`config.mk`:
```
export PLATFORM = sky130hd
export DESIGN_NAME = lcd_timing_pattern_gen_flat
export DESIGN_NICKNAME = d
export VERILOG_FILES = /design/src/rtl/lcd_timing_pattern_gen_if.sv /design/src/rtl/lcd_timing_pattern_gen.sv /design/src/flat_wrapper.sv
export SDC_FILE = /design/constraint.sdc
export NUM_CORES = 1
export LEC_CHECK = 0
export CORE_AREA = 2 2 91 128
export CTS_CLUSTER_SIZE = 40
export DETAILED_ROUTE_END_ITERATION = 8
export DIE_AREA = 0 0 93 130
export PLACE_DENSITY = 0.82
export SLEW_MARGIN = 20
export SYNTH_ARGS = -nofsm -noshare
export SYNTH_HDL_FRONTEND = slang
export SYNTH_SLANG_ARGS = --single-unit
```
`constraint.sdc`:
```
create_clock -name pixel_clk_i -period 4.4 [get_ports pixel_clk_i]
set_input_delay 0.66 -clock pixel_clk_i [delete_from_list [all_inputs] [get_ports pixel_clk_i]]
set_output_delay 0.66 -clock pixel_clk_i [all_outputs]
set_load 0.01 [all_outputs]
```
`src/rtl/lcd_timing_pattern_gen_if.sv`:
```
// rtl/lcd_timing_pattern_gen_if.sv - panel-side bundle of the LCD timing/pattern generator
//
// Purpose: groups the pattern-select inputs and the registered panel outputs.
// Signals:
//   mode        2      pattern select: 0 bars, 1 gradient, 2 checker, 3 solid
//   solid       16     RGB565 colour {R5,G6,B5} used in mode 3
//   de          1      data enable
//   hsync       1      horizontal sync
//   vsync       1      vertical sync
//   r/g/b       5/6/5  pixel colour
//   pix_x       CNT_W  active-area column, 0 outside the active area
//   pix_y       CNT_W  active-area row, 0 outside the active area
//   frame_start 1      one-cycle pulse for h=0, v=0
// Modports: master = generator side, slave = pattern-select source / panel side.
interface lcd_timing_pattern_gen_if #(
  parameter int CNT_W = 12
);
  logic [1:0]       mode;
  logic [15:0]      solid;
  logic             de;
  logic             hsync;
  logic             vsync;
  logic [4:0]       r;
  logic [5:0]       g;
  logic [4:0]       b;
  logic [CNT_W-1:0] pix_x;
  logic [CNT_W-1:0] pix_y;
  logic             frame_start;

  modport master (
    input  mode, solid,
    output de, hsync, vsync, r, g, b, pix_x, pix_y, frame_start
  );

  modport slave (
    output mode, solid,
    input  de, hsync, vsync, r, g, b, pix_x, pix_y, frame_start
  );
endinterface

```
`src/rtl/lcd_timing_pattern_gen.sv`:
```
// rtl/lcd_timing_pattern_gen.sv - RGB565 parallel-LCD timing generator with test patterns
//
// Purpose: free-running h/v counters produce HSYNC/VSYNC/DE, pixel coordinates and a
// frame-start strobe; an internal source paints colour bars, a grey gradient, a
// checkerboard or a solid colour. Every output is registered from the counter state
// of the previous cycle.
// Ports:
//   pixel_clk_i  in   pixel clock, all logic on its rising edge
//   rst_i        in   asynchronous reset, active-high
//   lcd_if       master modport of lcd_timing_pattern_gen_if (mode/solid in, panel out)
module lcd_timing_pattern_gen #(
  parameter int H_ACTIVE = 800,
  parameter int H_FP     = 210,
  parameter int H_SYNC   = 1,
  parameter int H_BP     = 45,
  parameter int V_ACTIVE = 480,
  parameter int V_FP     = 22,
  parameter int V_SYNC   = 1,
  parameter int V_BP     = 22,
  parameter int HS_POL   = 0,
  parameter int VS_POL   = 0,
  parameter int CNT_W    = 12,
  parameter int CHK_LOG2 = 5
) (
  input logic                         pixel_clk_i,
  input logic                         rst_i,
  lcd_timing_pattern_gen_if.master    lcd_if
);

  localparam int H_TOTAL   = H_SYNC + H_BP + H_ACTIVE + H_FP;
  localparam int V_TOTAL   = V_SYNC + V_BP + V_ACTIVE + V_FP;
  localparam int H_ACT_S   = H_SYNC + H_BP;
  localparam int H_ACT_E   = H_ACT_S + H_ACTIVE;
  localparam int V_ACT_S   = V_SYNC + V_BP;
  localparam int V_ACT_E   = V_ACT_S + V_ACTIVE;
  localparam int BAR_W     = H_ACTIVE / 8;
  localparam int GRAD_STEP = (H_ACTIVE / 64 < 1) ? 1 : H_ACTIVE / 64;

  localparam logic [CNT_W-1:0] H_LAST    = CNT_W'(H_TOTAL - 1);
  localparam logic [CNT_W-1:0] V_LAST    = CNT_W'(V_TOTAL - 1);
  localparam logic [CNT_W-1:0] H_SYNC_W  = CNT_W'(H_SYNC);
  localparam logic [CNT_W-1:0] V_SYNC_W  = CNT_W'(V_SYNC);
  localparam logic [CNT_W-1:0] H_ACT_S_W = CNT_W'(H_ACT_S);
  localparam logic [CNT_W-1:0] H_ACT_E_W = CNT_W'(H_ACT_E);
  localparam logic [CNT_W-1:0] V_ACT_S_W = CNT_W'(V_ACT_S);
  localparam logic [CNT_W-1:0] V_ACT_E_W = CNT_W'(V_ACT_E);
  // One pixel before the active area: the step counters are cleared here so that
  // they already describe PIX_X=0 on the first active pixel.
  localparam logic [CNT_W-1:0] H_PRE_W   = CNT_W'(H_ACT_S - 1);
  localparam logic [CNT_W-1:0] BAR_LAST  = CNT_W'(BAR_W - 1);
  localparam logic [CNT_W-1:0] GRAD_LAST = CNT_W'(GRAD_STEP - 1);

  localparam logic HS_ACT = (HS_POL != 0);
  localparam logic VS_ACT = (VS_POL != 0);

  // Counters and pattern state
  logic [CNT_W-1:0] h_q, h_d;
  logic [CNT_W-1:0] v_q, v_d;
  logic [1:0]       mode_q, mode_d;
  logic [15:0]      solid_q, solid_d;
  logic [2:0]       bar_idx_q, bar_idx_d;
  logic [CNT_W-1:0] bar_cnt_q, bar_cnt_d;
  logic [5:0]       grad_q, grad_d;
  logic [CNT_W-1:0] grad_cnt_q, grad_cnt_d;

  // Registered outputs
  logic             de_q, de_d;
  logic             hs_q, hs_d;
  logic             vs_q, vs_d;
  logic [15:0]      rgb_q, rgb_d;
  logic [CNT_W-1:0] pix_x_q, pix_x_d;
  logic [CNT_W-1:0] pix_y_q, pix_y_d;
  logic             fs_q, fs_d;

  // Decoded view of the current counter state
  logic             h_wrap;
  logic             frame_top;
  logic             h_act;
  logic             v_act;
  logic             de_c;
  logic [15:0]      bar_rgb;

  always_comb begin
    h_wrap    = (h_q == H_LAST);
    frame_top = (h_q == '0) && (v_q == '0);
    h_act     = (h_q >= H_ACT_S_W) && (h_q < H_ACT_E_W);
    v_act     = (v_q >= V_ACT_S_W) && (v_q < V_ACT_E_W);
    de_c      = h_act & v_act;
  end

  // h/v counters; v advances only on the h wrap
  always_comb begin
    h_d = h_wrap ? '0 : h_q + CNT_W'(1);
    v_d = v_q;
    if (h_wrap) begin
      v_d = (v_q == V_LAST) ? '0 : v_q + CNT_W'(1);
    end
  end

  // Pattern selection is latched only at the top of the frame so a frame never tears
  always_comb begin
    mode_d  = frame_top ? lcd_if.mode  : mode_q;
    solid_d = frame_top ? lcd_if.solid : solid_q;
  end

  // Step counters replace PIX_X/BAR_W and PIX_X/GRAD_STEP divisions.
  // bar index and grey level saturate; the last bar absorbs the remainder.
  always_comb begin
    bar_idx_d  = bar_idx_q;
    bar_cnt_d  = bar_cnt_q;
    grad_d     = grad_q;
    grad_cnt_d = grad_cnt_q;
    if (h_q == H_PRE_W) begin
      bar_idx_d  = '0;
      bar_cnt_d  = '0;
      grad_d     = '0;
      grad_cnt_d = '0;
    end else if (h_act) begin
      if (bar_idx_q != 3'd7) begin
        if (bar_cnt_q == BAR_LAST) begin
          bar_cnt_d = '0;
          bar_idx_d = bar_idx_q + 3'd1;
        end else begin
          bar_cnt_d = bar_cnt_q + CNT_W'(1);
        end
      end
      if (grad_cnt_q == GRAD_LAST) begin
        grad_cnt_d = '0;
        if (grad_q != 6'd63) begin
          grad_d = grad_q + 6'd1;
        end
      end else begin
        grad_cnt_d = grad_cnt_q + CNT_W'(1);
      end
    end
  end

  always_comb begin
    bar_rgb = 16'h0000;
    case (bar_idx_q)
      3'd0:    bar_rgb = 16'hFFFF;
      3'd1:    bar_rgb = 16'hFFE0;
      3'd2:    bar_rgb = 16'h07FF;
      3'd3:    bar_rgb = 16'h07E0;
      3'd4:    bar_rgb = 16'hF81F;
      3'd5:    bar_rgb = 16'hF800;
      3'd6:    bar_rgb = 16'h001F;
      default: bar_rgb = 16'h0000;
    endcase
  end

  // Next values of the registered outputs
  always_comb begin
    de_d    = de_c;
    hs_d    = (h_q < H_SYNC_W) ? HS_ACT : ~HS_ACT;
    vs_d    = (v_q < V_SYNC_W) ? VS_ACT : ~VS_ACT;
    fs_d    = frame_top;
    pix_x_d = de_c ? (h_q - H_ACT_S_W) : '0;
    pix_y_d = de_c ? (v_q - V_ACT_S_W) : '0;
    rgb_d   = 16'h0000;
    if (de_c) begin
      case (mode_q)
        2'd0:    rgb_d = bar_rgb;
        2'd1:    rgb_d = {grad_q[5:1], grad_q, grad_q[5:1]};
        2'd2:    rgb_d = (pix_x_d[CHK_LOG2] ^ pix_y_d[CHK_LOG2]) ? 16'hFFFF : 16'h0000;
        default: rgb_d = solid_q;
      endcase
    end
  end

  always_ff @(posedge pixel_clk_i or posedge rst_i) begin
    if (rst_i) begin
      h_q        <= '0;
      v_q        <= '0;
      mode_q     <= '0;
      solid_q    <= '0;
      bar_idx_q  <= '0;
      bar_cnt_q  <= '0;
      grad_q     <= '0;
      grad_cnt_q <= '0;
      de_q       <= 1'b0;
      hs_q       <= ~HS_ACT;
      vs_q       <= ~VS_ACT;
      rgb_q      <= '0;
      pix_x_q    <= '0;
      pix_y_q    <= '0;
      fs_q       <= 1'b0;
    end else begin
      h_q        <= h_d;
      v_q        <= v_d;
      mode_q     <= mode_d;
      solid_q    <= solid_d;
      bar_idx_q  <= bar_idx_d;
      bar_cnt_q  <= bar_cnt_d;
      grad_q     <= grad_d;
      grad_cnt_q <= grad_cnt_d;
      de_q       <= de_d;
      hs_q       <= hs_d;
      vs_q       <= vs_d;
      rgb_q      <= rgb_d;
      pix_x_q    <= pix_x_d;
      pix_y_q    <= pix_y_d;
      fs_q       <= fs_d;
    end
  end

  assign lcd_if.de          = de_q;
  assign lcd_if.hsync       = hs_q;
  assign lcd_if.vsync       = vs_q;
  assign lcd_if.r           = rgb_q[15:11];
  assign lcd_if.g           = rgb_q[10:5];
  assign lcd_if.b           = rgb_q[4:0];
  assign lcd_if.pix_x       = pix_x_q;
  assign lcd_if.pix_y       = pix_y_q;
  assign lcd_if.frame_start = fs_q;

endmodule

```
`src/flat_wrapper.sv`:
```
// flat-port wrapper written by rule: the top's interface ports become plain ports
module lcd_timing_pattern_gen_flat 
#(
  parameter int H_ACTIVE = 800,
  parameter int H_FP     = 210,
  parameter int H_SYNC   = 1,
  parameter int H_BP     = 45,
  parameter int V_ACTIVE = 480,
  parameter int V_FP     = 22,
  parameter int V_SYNC   = 1,
  parameter int V_BP     = 22,
  parameter int HS_POL   = 0,
  parameter int VS_POL   = 0,
  parameter int CNT_W    = 12,
  parameter int CHK_LOG2 = 5
)
  (pixel_clk_i, rst_i, lcd_if_mode, lcd_if_solid, lcd_if_de, lcd_if_hsync, lcd_if_vsync, lcd_if_r, lcd_if_g, lcd_if_b, lcd_if_pix_x, lcd_if_pix_y, lcd_if_frame_start);
  lcd_timing_pattern_gen_if #(.CNT_W(CNT_W)) lcd_if_i ();
  input logic pixel_clk_i;
  input logic rst_i;
  input wire logic [$bits(lcd_if_i.mode)-1:0] lcd_if_mode;
  input wire logic [$bits(lcd_if_i.solid)-1:0] lcd_if_solid;
  output wire logic [$bits(lcd_if_i.de)-1:0] lcd_if_de;
  output wire logic [$bits(lcd_if_i.hsync)-1:0] lcd_if_hsync;
  output wire logic [$bits(lcd_if_i.vsync)-1:0] lcd_if_vsync;
  output wire logic [$bits(lcd_if_i.r)-1:0] lcd_if_r;
  output wire logic [$bits(lcd_if_i.g)-1:0] lcd_if_g;
  output wire logic [$bits(lcd_if_i.b)-1:0] lcd_if_b;
  output wire logic [$bits(lcd_if_i.pix_x)-1:0] lcd_if_pix_x;
  output wire logic [$bits(lcd_if_i.pix_y)-1:0] lcd_if_pix_y;
  output wire logic [$bits(lcd_if_i.frame_start)-1:0] lcd_if_frame_start;
  assign lcd_if_i.mode = lcd_if_mode;
  assign lcd_if_i.solid = lcd_if_solid;
  assign lcd_if_de = lcd_if_i.de;
  assign lcd_if_hsync = lcd_if_i.hsync;
  assign lcd_if_vsync = lcd_if_i.vsync;
  assign lcd_if_r = lcd_if_i.r;
  assign lcd_if_g = lcd_if_i.g;
  assign lcd_if_b = lcd_if_i.b;
  assign lcd_if_pix_x = lcd_if_i.pix_x;
  assign lcd_if_pix_y = lcd_if_i.pix_y;
  assign lcd_if_frame_start = lcd_if_i.frame_start;
  lcd_timing_pattern_gen #(.H_ACTIVE(H_ACTIVE), .H_FP(H_FP), .H_SYNC(H_SYNC), .H_BP(H_BP), .V_ACTIVE(V_ACTIVE), .V_FP(V_FP), .V_SYNC(V_SYNC), .V_BP(V_BP), .HS_POL(HS_POL), .VS_POL(VS_POL), .CNT_W(CNT_W), .CHK_LOG2(CHK_LOG2)) u_core (.pixel_clk_i(pixel_clk_i), .rst_i(rst_i), .lcd_if(lcd_if_i));
endmodule
```
==> parameters.txt <==
Parameter                              Value

Placed design
  HPWL after detailed placement    8.95 mm
  Routability congestion estimate from global placement    0.964
  Number of port buffers    63

Global routing
  Maximum number of pins on one net before global-route repair    54
  Via count of the first global-routing pass    4,685
  Initial antenna violation count    0
  Total congestion overflow after global routing    0
  Global-route wire length before repair    22.1 mm
  Global Route Usage Sum    0.235

STA
  Final setup violation count    0
  Total count of max-transition violations in the final report    0
  Post-route fraction of the period consumed by the critical path    0.678
  Setup Skew    0.00828 ns
  FMAX    335 MHz
  Worst-case headroom to the max-slew limit    0.267
  Hold violation count in the final report    0
  Final sum of negative setup slack    0 ns
  Worst slew pin tran    1.09 ns
  RSZ-0062 raised after global routing    no
  Fin crit period    2.98 ns

Floorplanning
  Top Ports    64
  Initial standard-cell utilization of the core    0.538
  Width of the die    93 um
  Die area    0.0121 sq mm
  Die Y-Extent    130 um
  Number of placement rows    46
  Area of the core region    0.0111 sq mm

Drt
  Routed Antenna Nets    0
  Avg WL per Cell    17.2 um
  # DRC    0
  Count of vias placed by the detailed router    4,669
  Drt first pass iters    5
  Vias per inst    5.99
  Iteration-0 DRC Markers    325
  Routed Wire Length    13.5 mm

Synth
  Netlist area before placement    0.00594 sq mm
  Flip-flop and latch count after synthesis    119
  Post-Syn Nets    605
  Yosys warning count    0
  Count of distinct cell types in the synthesized netlist    71
  Commonest cells post-synth    sky130_fd_sc_hd__dfrtp_1, sky130_fd_sc_hd__nor2_1, sky130_fd_sc_hd__nand2_1
  Cells after synthesis    569
  Average cell area after synthesis    10.4 sq um
  Biggest area consumer among synthesized cells    sky130_fd_sc_hd__dfrtp_1
  Seq/Total Area, Yosys    0.502
  Most frequent cell after synthesis    sky130_fd_sc_hd__dfrtp_1
  Share of flip-flops with an asynchronous set or reset after synthesis    1.00
  Dominant synthesized flop cell    sky130_fd_sc_hd__dfrtp_1
  Number of synthesized flops with an enable pin    0
  Area contributors post-synth    sky130_fd_sc_hd__dfrtp_1, sky130_fd_sc_hd__nor2_1, sky130_fd_sc_hd__ha_1
  Share of the synthesized area in the top cell type    0.493

Clock network
  Post-CTS clock slew at the launch and capture registers of the worst setup and hold paths    0.05 ns
  Maximum clock path buffer count    2
  CTS root buffer    sky130_fd_sc_hd__clkbuf_16
  Post-cts resize count    0
  Number of CTS-inserted buffers    17
  Clock tree from TritonCTS    done
  Total setup buffers inserted after CTS    0
  Deepest level of the CTS H-tree    4
  Total number of clock tree sinks    119
  Clock latency of the later-clocked register in the worst-skew pair    0.42 ns
  Number of hold buffers added after cts    0

Setup path
  Req. time, crit path    4.70 ns
  Critical path type    reg -> reg
  Critical path launch point type    flip-flop
  Endpoint kind of the worst setup timing path    flip-flop
  Maximum fanout count along the critical path    25
  Data arrival time of the critical path    3.28 ns

Pwr
  Leakage power total    3.19 nW
  Pwr per Cell Area    357 mW/mm^2
  Max rail drop VDD    0.276 mV

Finish
  Signed area change from the synthesized netlist to the final layout    21.8%
  Share of the core filled with cells    0.655
  Final net count    659
  Fraction of final layout cells sized beyond drive strength 1    0.110
  Ant. Diodes    0

Status
  Run status    finished clean

Job
  Max cap viols    0

Hold path
  HP Class    reg -> reg
==> per-layer routing <==
metal | global-route usage | part of all wire | up-vias | wire length, um
met4 | 0.125 | 0.032 | 0 | 432
met3 | 0.0473 | 0.048 | 50 | 642
met1 | 0.258 | 0.38 | 2290 | 5130
li1 | - | - | 2158 | -
met5 | 0 | 0 | - | 0
met2 | 0.425 | 0.54 | 171 | 7240
==> where the power goes <==
group,internal (mW),total [mW],leakage [nW],switching (mW)
registers,1.10,1.11,1.58,0.00980
logic,0.0275,0.0612,1.32,0.0336
clock network,0.929,1.41,0.297,0.476
==> per-stage QoR <==
stage	setup WS, ns	instance area (sq um)	power (mW)	cells	hold WS [ns]
CTS	1.44	7230	2.59	779	0.489
finish	1.42	7240	2.58	780	0.489
global placement	1.65	6630	1.19	747	0.468
global route	1.18	7240	2.65	780	0.510
floorplan	0.586	5940	1.16	569	0.458
detailed placement	1.48	6630	1.20	747	0.477
==> layout make-up <==
class,count,area (sq um)
timing repair buffer,68,668
clock buffer,23,478
inverter,17,66.3
clock inverter,9,123
fill,818,3810
multi-input combinational,400,2740
tap,144,180
sequential,119,2980
==> path summary, 6_finish.rpt <==
path / startpoint / endpoint / slack (ns) / cells after the start
max in group asynchronous: rst_i / u_core.h_q[4] / 2.68 / 3
worst min register to register: u_core.solid_q[4] / u_core.solid_q[4] / 0.49 / 1
worst min-delay path: u_core.solid_q[4] / u_core.solid_q[4] / 0.49 / 1
min in group asynchronous: rst_i / u_core.lcd_if.pix_y[6] / 0.69 / 2
worst max-delay path: u_core.h_q[2] / u_core.rgb_q[13] / 1.42 / 5
worst max register to register: u_core.h_q[2] / u_core.rgb_q[13] / 1.42 / 5
==> registers in the layout, summed over array words and instances, names as in the netlist <==
name and cells:
u_core.bar_cnt_q 12, u_core.bar_idx_q 3, u_core.grad_cnt_q 12, u_core.grad_q 6, u_core.h_q 12, u_core.lcd_if.de 1, u_core.lcd_if.frame_start 1, u_core.lcd_if.hsync 1
u_core.lcd_if.pix_x 12, u_core.lcd_if.pix_y 12, u_core.lcd_if.vsync 1, u_core.mode_q 2, u_core.rgb_q 16, u_core.solid_q 16, u_core.v_q 12
==> critical path, cell delays in order (launching register included) <==
cell and delay [ns]:
sky130_fd_sc_hd__dfrtp_1 0.49, sky130_fd_sc_hd__ha_1 0.32, sky130_fd_sc_hd__nand4_1 0.37, sky130_fd_sc_hd__a211oi_4 0.57, sky130_fd_sc_hd__nand2_1 0.61, sky130_fd_sc_hd__nor4_1 0.49
==> logic make-up (layout without fill, tap and decap cells) <==
| kind of cell | after synthesis | after routing | share of synthesized area |
|---|---|---|---|
| AOI/OAI and AO/OA | 108 | 108 | 0.136 |
| other | 1 | 1 | 0.000631 |
| adders and majority gates | 16 | 16 | 0.0337 |
| buffers and inverters | 50 | 117 | 0.0377 |
| DFF | 119 | 119 | 0.502 |
| and+or+nand+nor | 218 | 218 | 0.195 |
| muxes | 23 | 23 | 0.0425 |
| xor gates and xnor gates | 34 | 34 | 0.0524 |
==> cells in the final DEF (no fill, tap or decap), types with 14 or more instances in the layout <==
cell type / instances
sky130_fd_sc_hd__xor2_1: 15
sky130_fd_sc_hd__a21oi_1: 33
sky130_fd_sc_hd__nand3_1: 20
sky130_fd_sc_hd__clkdlybuf4s50_1: 63
sky130_fd_sc_hd__xnor2_1: 18
sky130_fd_sc_hd__ha_1: 16
sky130_fd_sc_hd__nor4_1: 15
sky130_fd_sc_hd__dfrtp_1: 117
sky130_fd_sc_hd__nor2_1: 57
sky130_fd_sc_hd__inv_1: 16
sky130_fd_sc_hd__clkbuf_16: 17
sky130_fd_sc_hd__nor3_1: 20
sky130_fd_sc_hd__o21ai_0: 17
sky130_fd_sc_hd__and3_1: 14
sky130_fd_sc_hd__nand2_1: 40
Note: power is estimated with default switching activity, not from simulation.
